### src/rtl/stat_delta_hist_pkg.sv
// Shared defaults, FSM state encoding and the ET-to-bin mapping for the delta-time histogram.
package stat_delta_hist_pkg;

  localparam int unsigned NBIN_DEF      = 16;
  localparam int unsigned BIN_SHIFT_DEF = 8;
  localparam int unsigned CNT_W_DEF     = 16;
  localparam int unsigned EV_W          = 16;

  typedef enum logic [1:0] {
    ST_IDLE  = 2'd0,
    ST_ACCUM = 2'd1,
    ST_DRAIN = 2'd2,
    ST_SWAP  = 2'd3
  } state_t;

  // Coarse ET bin; everything past the range lands in the last (overflow) bin.
  function automatic int unsigned bin_index(input logic [EV_W-1:0] et,
                                            input int unsigned shift,
                                            input int unsigned nbin);
    int unsigned b;
    b = 32'(et) >> shift;
    return (b >= nbin) ? nbin - 1 : b;
  endfunction

endpackage

### src/rtl/stat_delta_hist_bank.sv
// One histogram bank: NBIN saturating counters with bulk clear, single increment port,
// combinational read mux and a sticky saturation flag.
module stat_delta_hist_bank
  import stat_delta_hist_pkg::*;
#(
  parameter int unsigned NBIN  = NBIN_DEF,
  parameter int unsigned CNT_W = CNT_W_DEF,
  localparam int unsigned AW   = $clog2(NBIN)
) (
  input  logic             clk,
  input  logic             rst_n,
  input  logic             clr,
  input  logic             inc,
  input  logic [AW-1:0]    idx,
  input  logic [AW-1:0]    rd_idx,
  output logic [CNT_W-1:0] rd_data_c,
  output logic             sat
);

  localparam logic [CNT_W-1:0] CNT_MAX = {CNT_W{1'b1}};

  logic [CNT_W-1:0] cnt [NBIN];

  // Clear wins over increment so a freshly selected bank always starts empty.
  always_ff @(posedge clk) begin
    if (!rst_n) begin
      for (int i = 0; i < int'(NBIN); i++) cnt[i] <= '0;
      sat <= 1'b0;
    end else if (clr) begin
      for (int i = 0; i < int'(NBIN); i++) cnt[i] <= '0;
      sat <= 1'b0;
    end else if (inc) begin
      if (cnt[idx] == CNT_MAX) sat <= 1'b1;
      else                     cnt[idx] <= cnt[idx] + CNT_W'(1);
    end
  end

  assign rd_data_c = cnt[rd_idx];

endmodule

### src/rtl/stat_delta_hist.sv
// Double-buffered per-spill histogram of stat_delta event ETs; one bank accumulates while
// software reads the other.
module stat_delta_hist
  import stat_delta_hist_pkg::*;
#(
  parameter int unsigned NBIN      = NBIN_DEF,
  parameter int unsigned BIN_SHIFT = BIN_SHIFT_DEF,
  parameter int unsigned CNT_W     = CNT_W_DEF,
  localparam int unsigned AW       = $clog2(NBIN)
) (
  input  logic             clk,
  input  logic             rst_n,
  input  logic             in_live,
  input  logic [15:0]      ndelta,
  input  logic [15:0]      et_raw,
  input  logic             hist_rd_en,
  input  logic [AW-1:0]    hist_rd_addr,
  output logic [CNT_W-1:0] hist_rd_data,
  output logic             hist_rd_valid,
  output logic             hist_new,
  output logic             hist_ready,
  output logic [15:0]      spill_ndelta,
  output logic [15:0]      spill_cnt,
  output logic             hist_ovf
);

  state_t           state, state_nxt;
  logic [1:0]       drain_cnt;
  logic             swap_c, drain_ld_c;
  logic [15:0]      ndelta_d;
  logic             evt_c;
  logic             s1_vld;
  logic [AW-1:0]    s1_bin;
  logic             acc_sel;
  logic             frz_sel;
  logic [15:0]      acc_nev;
  logic [CNT_W-1:0] bank_rd [2];
  logic [1:0]       bank_sat;

  always_ff @(posedge clk) begin
    if (!rst_n) state <= ST_IDLE;
    else        state <= state_nxt;
  end

  always_comb begin
    state_nxt = state;
    case (state)
      ST_IDLE:  if (in_live) state_nxt = ST_ACCUM;
      ST_ACCUM: if (!in_live) state_nxt = ST_DRAIN;
      ST_DRAIN: if (drain_cnt == 2'd1) state_nxt = ST_SWAP;
      ST_SWAP:  state_nxt = in_live ? ST_ACCUM : ST_IDLE;
      default:  state_nxt = ST_IDLE;
    endcase
  end

  always_comb begin
    swap_c     = 1'b0;
    drain_ld_c = 1'b0;
    if (state == ST_SWAP) swap_c = 1'b1;
    if (state == ST_ACCUM && !in_live) drain_ld_c = 1'b1;
  end

  // Two drain cycles let the last S1/S2 events land before the banks swap.
  always_ff @(posedge clk) begin
    if (!rst_n)                 drain_cnt <= 2'd0;
    else if (drain_ld_c)        drain_cnt <= 2'd2;
    else if (state == ST_DRAIN) drain_cnt <= drain_cnt - 2'd1;
  end

  assign evt_c   = in_live && (ndelta == 16'(ndelta_d + 16'd1));
  assign frz_sel = ~acc_sel;

  always_ff @(posedge clk) begin
    if (!rst_n) begin
      ndelta_d <= '0;
      s1_vld   <= 1'b0;
      s1_bin   <= '0;
    end else begin
      ndelta_d <= ndelta;
      s1_vld   <= evt_c;
      s1_bin   <= AW'(bin_index(et_raw, BIN_SHIFT, NBIN));
    end
  end

  for (genvar g = 0; g < 2; g++) begin : g_bank
    stat_delta_hist_bank #(.NBIN(NBIN), .CNT_W(CNT_W)) u_bank (
      .clk       (clk),
      .rst_n     (rst_n),
      .clr       (swap_c && (acc_sel != 1'(g))),
      .inc       (s1_vld && (acc_sel == 1'(g))),
      .idx       (s1_bin),
      .rd_idx    (hist_rd_addr),
      .rd_data_c (bank_rd[g]),
      .sat       (bank_sat[g])
    );
  end

  // Swap bookkeeping and frozen-bank readout.
  always_ff @(posedge clk) begin
    if (!rst_n) begin
      acc_sel       <= 1'b0;
      acc_nev       <= '0;
      hist_rd_data  <= '0;
      hist_rd_valid <= 1'b0;
      hist_new      <= 1'b0;
      hist_ready    <= 1'b0;
      spill_ndelta  <= '0;
      spill_cnt     <= '0;
      hist_ovf      <= 1'b0;
    end else begin
      hist_rd_valid <= hist_rd_en;
      if (hist_rd_en) hist_rd_data <= bank_rd[frz_sel];
      hist_new <= swap_c;
      if (swap_c) begin
        acc_sel      <= ~acc_sel;
        acc_nev      <= '0;
        spill_ndelta <= acc_nev;
        hist_ovf     <= bank_sat[acc_sel];
        spill_cnt    <= spill_cnt + 16'd1;
        hist_ready   <= 1'b1;
      end else if (s1_vld) begin
        acc_nev <= acc_nev + 16'd1;
      end
    end
  end

endmodule

### config.mk
export PLATFORM = sky130hd
export DESIGN_NAME = stat_delta_hist
export DESIGN_NICKNAME = d
export VERILOG_FILES = /design/src/rtl/stat_delta_hist_pkg.sv /design/src/rtl/stat_delta_hist_bank.sv /design/src/rtl/stat_delta_hist.sv
export SDC_FILE = /design/constraint.sdc
export NUM_CORES = 1
export LEC_CHECK = 0
export CAP_MARGIN = 0
export CORE_MARGIN = 1.5
export CORE_UTILIZATION = 45
export CTS_BUF_LIST = sky130_fd_sc_hd__clkbuf_4
export DETAILED_ROUTE_END_ITERATION = 12
export PLACE_DENSITY = 0.72
export SYNTH_ARGS = -nofsm -noshare
export SYNTH_HDL_FRONTEND = slang
export SYNTH_SLANG_ARGS = --single-unit
### constraint.sdc
create_clock -name clk -period 5.6 [get_ports clk]
set_clock_uncertainty 0.1 [all_clocks]
set_input_delay 1.68 -clock clk [delete_from_list [all_inputs] [get_ports clk]]
set_output_delay 1.68 -clock clk [all_outputs]
set_load 0.005 [all_outputs]
==> results of run 1 <==
[worst reg2reg max path, cell delays in order (launching register included)]
cell and delay [ns]:
dfxtp_1 0.70, nor2b_4 0.71, a22oi_1 0.21, nand2_2 0.41, ha_1 0.28, nand3_1 0.17
nor3_4 0.69, a211o_1 0.25, nand2_1 0.68
[how the worst min path moves through the flow]
| stage | startpoint | endpoint | slack, ns |
|---|---|---|---|
| after floorplan | g_bank[1].u_bank.sat | g_bank[1].u_bank.sat | 0.32 |
| after global placement | g_bank[1].u_bank.sat | g_bank[1].u_bank.sat | 0.34 |
| after detailed placement | g_bank[1].u_bank.sat | g_bank[1].u_bank.sat | 0.36 |
| after CTS | hist_ready | hist_ready | 0.37 |
| after global routing | hist_ready | hist_ready | 0.39 |
| final | g_bank[1].u_bank.sat | g_bank[1].u_bank.sat | 0.37 |
[synth_stat cells, drive strengths merged (3+ instances only)]
master / count / area, sq um
nand4: 19 / 131
xnor2: 43 / 437
and2: 21 / 131
nor4: 11 / 81.3
a311oi: 16 / 140
nand3: 20 / 118
o211ai: 4 / 50.1
inv: 7 / 26.3
xor2: 30 / 263
a22oi: 54 / 405
nand4b: 4 / 41.3
nor3b: 6 / 45.0
and4: 6 / 52.6
nor3: 8 / 61.3
dfxtp: 96 / 1920
mux4: 290 / 6580
mux2i: 24 / 240
a21oi: 49 / 245
edfxtp: 512 / 15400
buf: 135 / 982
nand2: 127 / 492
ha: 11 / 138
nor2b: 3 / 18.8
o2111ai: 12 / 219
clkbuf: 62 / 233
and3: 13 / 81.3
o21ai: 12 / 63.8
a22o: 5 / 43.8
a211oi: 3 / 22.5
or3: 5 / 31.3
nor2: 572 / 2330
a211o: 15 / 131
[layer usage]
metal / vias to the layer above / part of all wire (%) / wire (microns)
met5: - / 0 / 0
met4: 0 / 3.9 / 3340
met3: 225 / 12 / 10500
met2: 1373 / 48 / 41600
met1: 10567 / 36 / 31200
li1: 8904 / - / -
[state kept, by name (all words and copies together), names as in the netlist, 4 cells and up]
name               flops
g_bank.u_bank.cnt    512
acc_nev               16
hist_rd_data          16
ndelta_d              16
spill_cnt             16
spill_ndelta          16
s1_bin                 4
[area by class of cell]
| class | count | area, sq um | area share [%] |
|---|---|---|---|
| Antenna cell | 8 | 20.0 | 0.0569 |
| Clock buffer | 236 | 1770 | 5.04 |
| Clock inverter | 43 | 282 | 0.800 |
| Inverter | 9 | 33.8 | 0.0960 |
| Multi-Input combinational cell | 1403 | 12800 | 36.4 |
| Sequential cell | 608 | 17300 | 49.2 |
| Tap cell | 931 | 1160 | 3.31 |
| Timing Repair Buffer | 206 | 1820 | 5.17 |
[through the flow]
| step | worst slack [ns] | hold slack [ns] |
|---|---|---|
| 2_1_floorplan | 1.33 | 0.325 |
| 3_3_place_gp | 0.950 | 0.341 |
| 3_5_place_dp | 0.928 | 0.357 |
| 4_1_cts | 0.843 | 0.372 |
| 5_1_grt | 0.608 | 0.390 |
| 6_report | 0.819 | 0.369 |
[power by group]
part | internal (W) | switching (W)
sequential | 0.00520 | 0.000163
combinational | 0.000647 | 0.000931
clock | 0.00207 | 0.00187
total | 0.00791 | 0.00296
[cell families (layout without fill, tap and decap cells)]
kind of cell,Yosys count,in the layout
xor gates and xnor gates,73,73
adders and majority gates,11,11
other,0,8
buffers and inverters,206,494
DFF,608,608
AOI/OAI and AO/OA,181,181
and+or+nand+nor,823,823
muxes,315,315
==> qor.yml, run 1 <==
place.port_buffers: 83
slowest_delay_ns: 0.70
place_inst: 3157
antenna_left: 0
vias: 21069
final-hold-violation-count: 0
dr.pass1.iters: 6
met3_usage_pct: 7.25
async_flop_share_pct: 0
die_width_microns: 267
cp_data_arrival_time_ns: 5.16
rr_startpoint: "s1_bin[3]"
ir_drop_uv: 223
max_freq_ghz: 0.209
reg2reg_setup_slack_ns: 0.82
cp_num_buf_inv: 0
gp_congestion: 0.875
htree_levels: 4
utilization_pct: 51.2
die_h_microns: 267
use_met2_pct: 39.8
layout_min_cycle_time_ns: 4.78
crit_end: "g_bank[1].u_bank.cnt[13][2]"
muxShareOfSynthArea_pct: 21.8
nNetsFinal: 2438
crit_path_start: "s1_bin[3]"
drc: 0
ys_seq_area_share_pct: 55.2
grt_start_max_net_pins: 72
antenna_found_initial: 2
cts_hold_buf: 0
worst_slew_pin_slew_ns: 1.33
drt_iter0_drc: 2695
grtUsageTotal_pct: 24.8
stdcell_count: 3444
grt_util_met1_pct: 31.5
final_common_cell: "edfxtp_1"
placed_cell_area_sq_um: 33100
startpoint_type: "flip-flop"
worstHoldPathType: "reg2reg"
post_cts_buffers: 0
crit_cells: 8
die-area_sq_um: 71200
ys_ff_latch: 608
gr-total-overflow: 0
synth_top_family_by_area: "multiplexers"
cts_resized: 0
status: "finished clean"
worstPathCellList: "nor2b_4 > a22oi_1 > nand2_2 > ha_1 > nand3_1 > nor3_4 > a211o_1 > nand2_1"
rr_endpoint: "g_bank[1].u_bank.cnt[13][2]"
clk_latency_ns: 1.09
cap_violations: 0
yosys_warnings: 0
period_share_pct: 85.4
tritoncts: "done"
vias_per_cell: 6.12
crit_type: "reg2reg"
synth_xor_area_share_pct: 2.23
yosys_most_used_dff: "edfxtp_1"
synth_fa_ha_area_share_pct: 0.440
busiest_layer: "met2"
cts_sinks: 608
cp_slowest_cell: "dfxtp_1"
place_hpwl_mm: 55.2
grt_pass1_wl_mm: 129
cts_buffers: 159
stdcell_area_sq_um: 35200
synth_nets: 2268
synth_edf_count: 512
timing.setup.tns_ns: 0
wl_per_cell_microns: 25.2
grt_setup_unrepaired: "false"
floorplan.initialDensity_pct: 45.6
cp_top_family: "simple AND/OR/NAND/NOR gates"
fp.coreArea_sq_um: 68700
synth_compound_area_share_pct: 4.50
clkTransAtPathRegs_ns: 0.07
reg2reg_depth: 8
finalPower_w: 0.0109
slew_violations: 0
required_ns: 5.98
crit_path_end_kind: "flip-flop"
clk_path_buf_depth: 3
ios: 92
synth_area_per_cell_sq_um: 14.1
rows: 96
wl_mm: 86.7
area_growth_pct: 12.4
final-setup-viol-count: 0
yosys.area_share.simple_pct: 11.8
synth.distinct_cells: 70
crit_fanout: 19
syn_area_sq_um: 31300
leakage_nw: 12.1
drive_above_1_share_pct: 31.0
mostFrequentLayoutCells: "edfxtp_1, nor2_1, mux4_2, clkbuf_4, nand2_1"
nFillCells: 5738
max_slew_margin_pct: 11.0
syn_inst: 2217
cellPowerDensity_nw_per_um2: 309
cts-root-buf: "clkbuf_4"
grt_pass1_vias: 21422
min_delay_path_depth: 2
No activity file was read; power rests on OpenSTA's default activity.
==> inputs of run 2 (changes only) <==
Settings changed: CORE_UTILIZATION 45 to 53, PLACE_DENSITY 0.72 to 0.81.
==> run 2 against run 1 <==
Non-clock buffer count shrank 2. Worst setup slack worse by 0.32 ns. Design area is 1.0% lower. Flip-flop and latch count unchanged. Highest routed layer unchanged.
==> qor.yml, run 2 (same netlist as run 1, synthesis figures left out) <==
slew_violations: 0
startpoint_type: "flip-flop"
gr-total-overflow: 0
regMostFlops: "g_bank.u_bank.cnt"
worstPathCellList: "and2_1 > a22oi_1 > nand2_1 > ha_1 > nand4b_2 > or3_1 > o2111ai_4 > nand2_1"
gp_congestion: 0.943
final-hold-violation-count: 0
leakage_nw: 12.1
cp_slowest_cell: "and2_1"
cts_buffers: 155
nNetsFinal: 2432
cellPowerDensity_nw_per_um2: 308
ios: 92
max_freq_ghz: 0.196
grt_start_max_net_pins: 68
clk_latency_ns: 1.03
cts_hold_buf: 0
floorplan.initialDensity_pct: 54.0
area_growth_pct: 11.2
antenna_left: 0
worst_slew_pin_slew_ns: 1.28
dr.pass1.iters: 6
setup_ws_ns: 0.497
slowest_delay_ns: 1.06
ir_drop_uv: 166
die_h_microns: 246
required_ns: 6.01
place.port_buffers: 83
place_hpwl_mm: 54.2
largest_register_ff_count: 512
clkTransAtPathRegs_ns: 0.07
max_slew_margin_pct: 14.7
timing.setup.tns_ns: 0
crit_fanout: 18
htree_levels: 4
layout_min_cycle_time_ns: 5.10
grt_pass1_wl_mm: 124
place_inst: 2989
cpMostUsedCell: "nand2_1"
fp.coreArea_sq_um: 58000
vias: 21086
drt_iter0_drc: 2661
tritoncts: "done"
mostFrequentLayoutCells: "edfxtp_1, nor2_1, mux4_2, clkbuf_4, nand2_1"
period_share_pct: 91.1
reg2reg_setup_slack_ns: 0.50
worstHoldPathType: "reg2reg"
rr_endpoint: "g_bank[0].u_bank.cnt[4][6]"
crit_type: "reg2reg"
grt_pass1_vias: 21540
final-setup-viol-count: 0
final_common_cell: "edfxtp_1"
die_width_microns: 246
utilization_pct: 60.0
grt_setup_unrepaired: "false"
rr_startpoint: "s1_bin[2]"
vias_per_cell: 6.48
post_cts_buffers: 0
cp_data_arrival_time_ns: 5.52
cap_violations: 0
cts_sinks: 608
whs_endpoint: "hist_ready"
stdcell_count: 3255
clk_path_buf_depth: 3
nFillCells: 4219
cts-root-buf: "clkbuf_4"
regArea_sq_um: 17300
min_delay_path_depth: 2
wl_per_cell_microns: 25.0
multi_input_area_sq_um: 12800
worstHoldStart: "hist_ready"
reg2reg_depth: 8
cts_resized: 0
rows: 88
status: "finished clean"
drc: 0
antenna_found_initial: 2
place_ws_ns: 0.730
wl_mm: 81.2
drive_above_1_share_pct: 30.8
crit_path_end_kind: "flip-flop"
grtUsageTotal_pct: 27.6
die-area_sq_um: 60600
## run 2: changes by cell type in the layout (fill, tap and decap cells not counted), sizes merged
cell,before,now
inv,11,14
buf,127,125
clkinvlp,4,0
clkinv,34,23
clkbuf,237,235
bufinv,3,2
diode,8,2
## run 2: layout make-up
type,count,area share (%)
timing repair buffer,204,5.21
clock buffer,234,5.04
antenna,2,0.0144
inverter,9,0.0970
multi-input combinational,1403,36.7
clock inverter,30,0.481
sequential,608,49.7
tap,765,2.75
## run 2: where the power goes
group	internal, W	total (W)	switching (W)
clock	0.00198	0.00377	0.00179
sequential	0.00520	0.00537	0.000170
combinational	0.000657	0.00158	0.000925
total	0.00784	0.0107	0.00288
## run 2: worst max-delay path by stage
stage / to / slack, ns / start
final: g_bank[0].u_bank.cnt[4][6] / 0.50 / s1_bin[2]
after global placement: g_bank[0].u_bank.cnt[7][10] / 1.02 / s1_bin[2]
after CTS: g_bank[0].u_bank.cnt[4][6] / 0.69 / s1_bin[2]
after detailed placement: g_bank[0].u_bank.cnt[4][12] / 0.73 / s1_bin[2]
after floorplan: g_bank[0].u_bank.cnt[12][0] / 1.33 / s1_bin[0]
after global routing: g_bank[0].u_bank.cnt[4][6] / 0.34 / s1_bin[2]
## run 2: metal layers
metal	track usage [%]	share of wire (%)	routed length (microns)
met1	35.0	33	27100
met2	44.6	49	39800
met4	13.7	4.9	3980
met3	6.66	13	10300
met5	0	0	0
## run 2: critical path, delay by kind of cell (launching register included)
family          cells  cell delay [ns]
flops               1             0.68
simple gates        5             2.93
fa+ha+maj           1             0.27
compound gates      2             0.60
## run 2: stage by stage
stage	hold WS, ns	power [W]	cell area, sq um
after floorplan	0.325	0.00647	31300
after CTS	0.372	0.0107	34800
after detailed placement	0.356	0.00701	32900
final	0.368	0.0107	34800
after global routing	0.404	0.0111	34800
after global placement	0.344	0.00693	32900
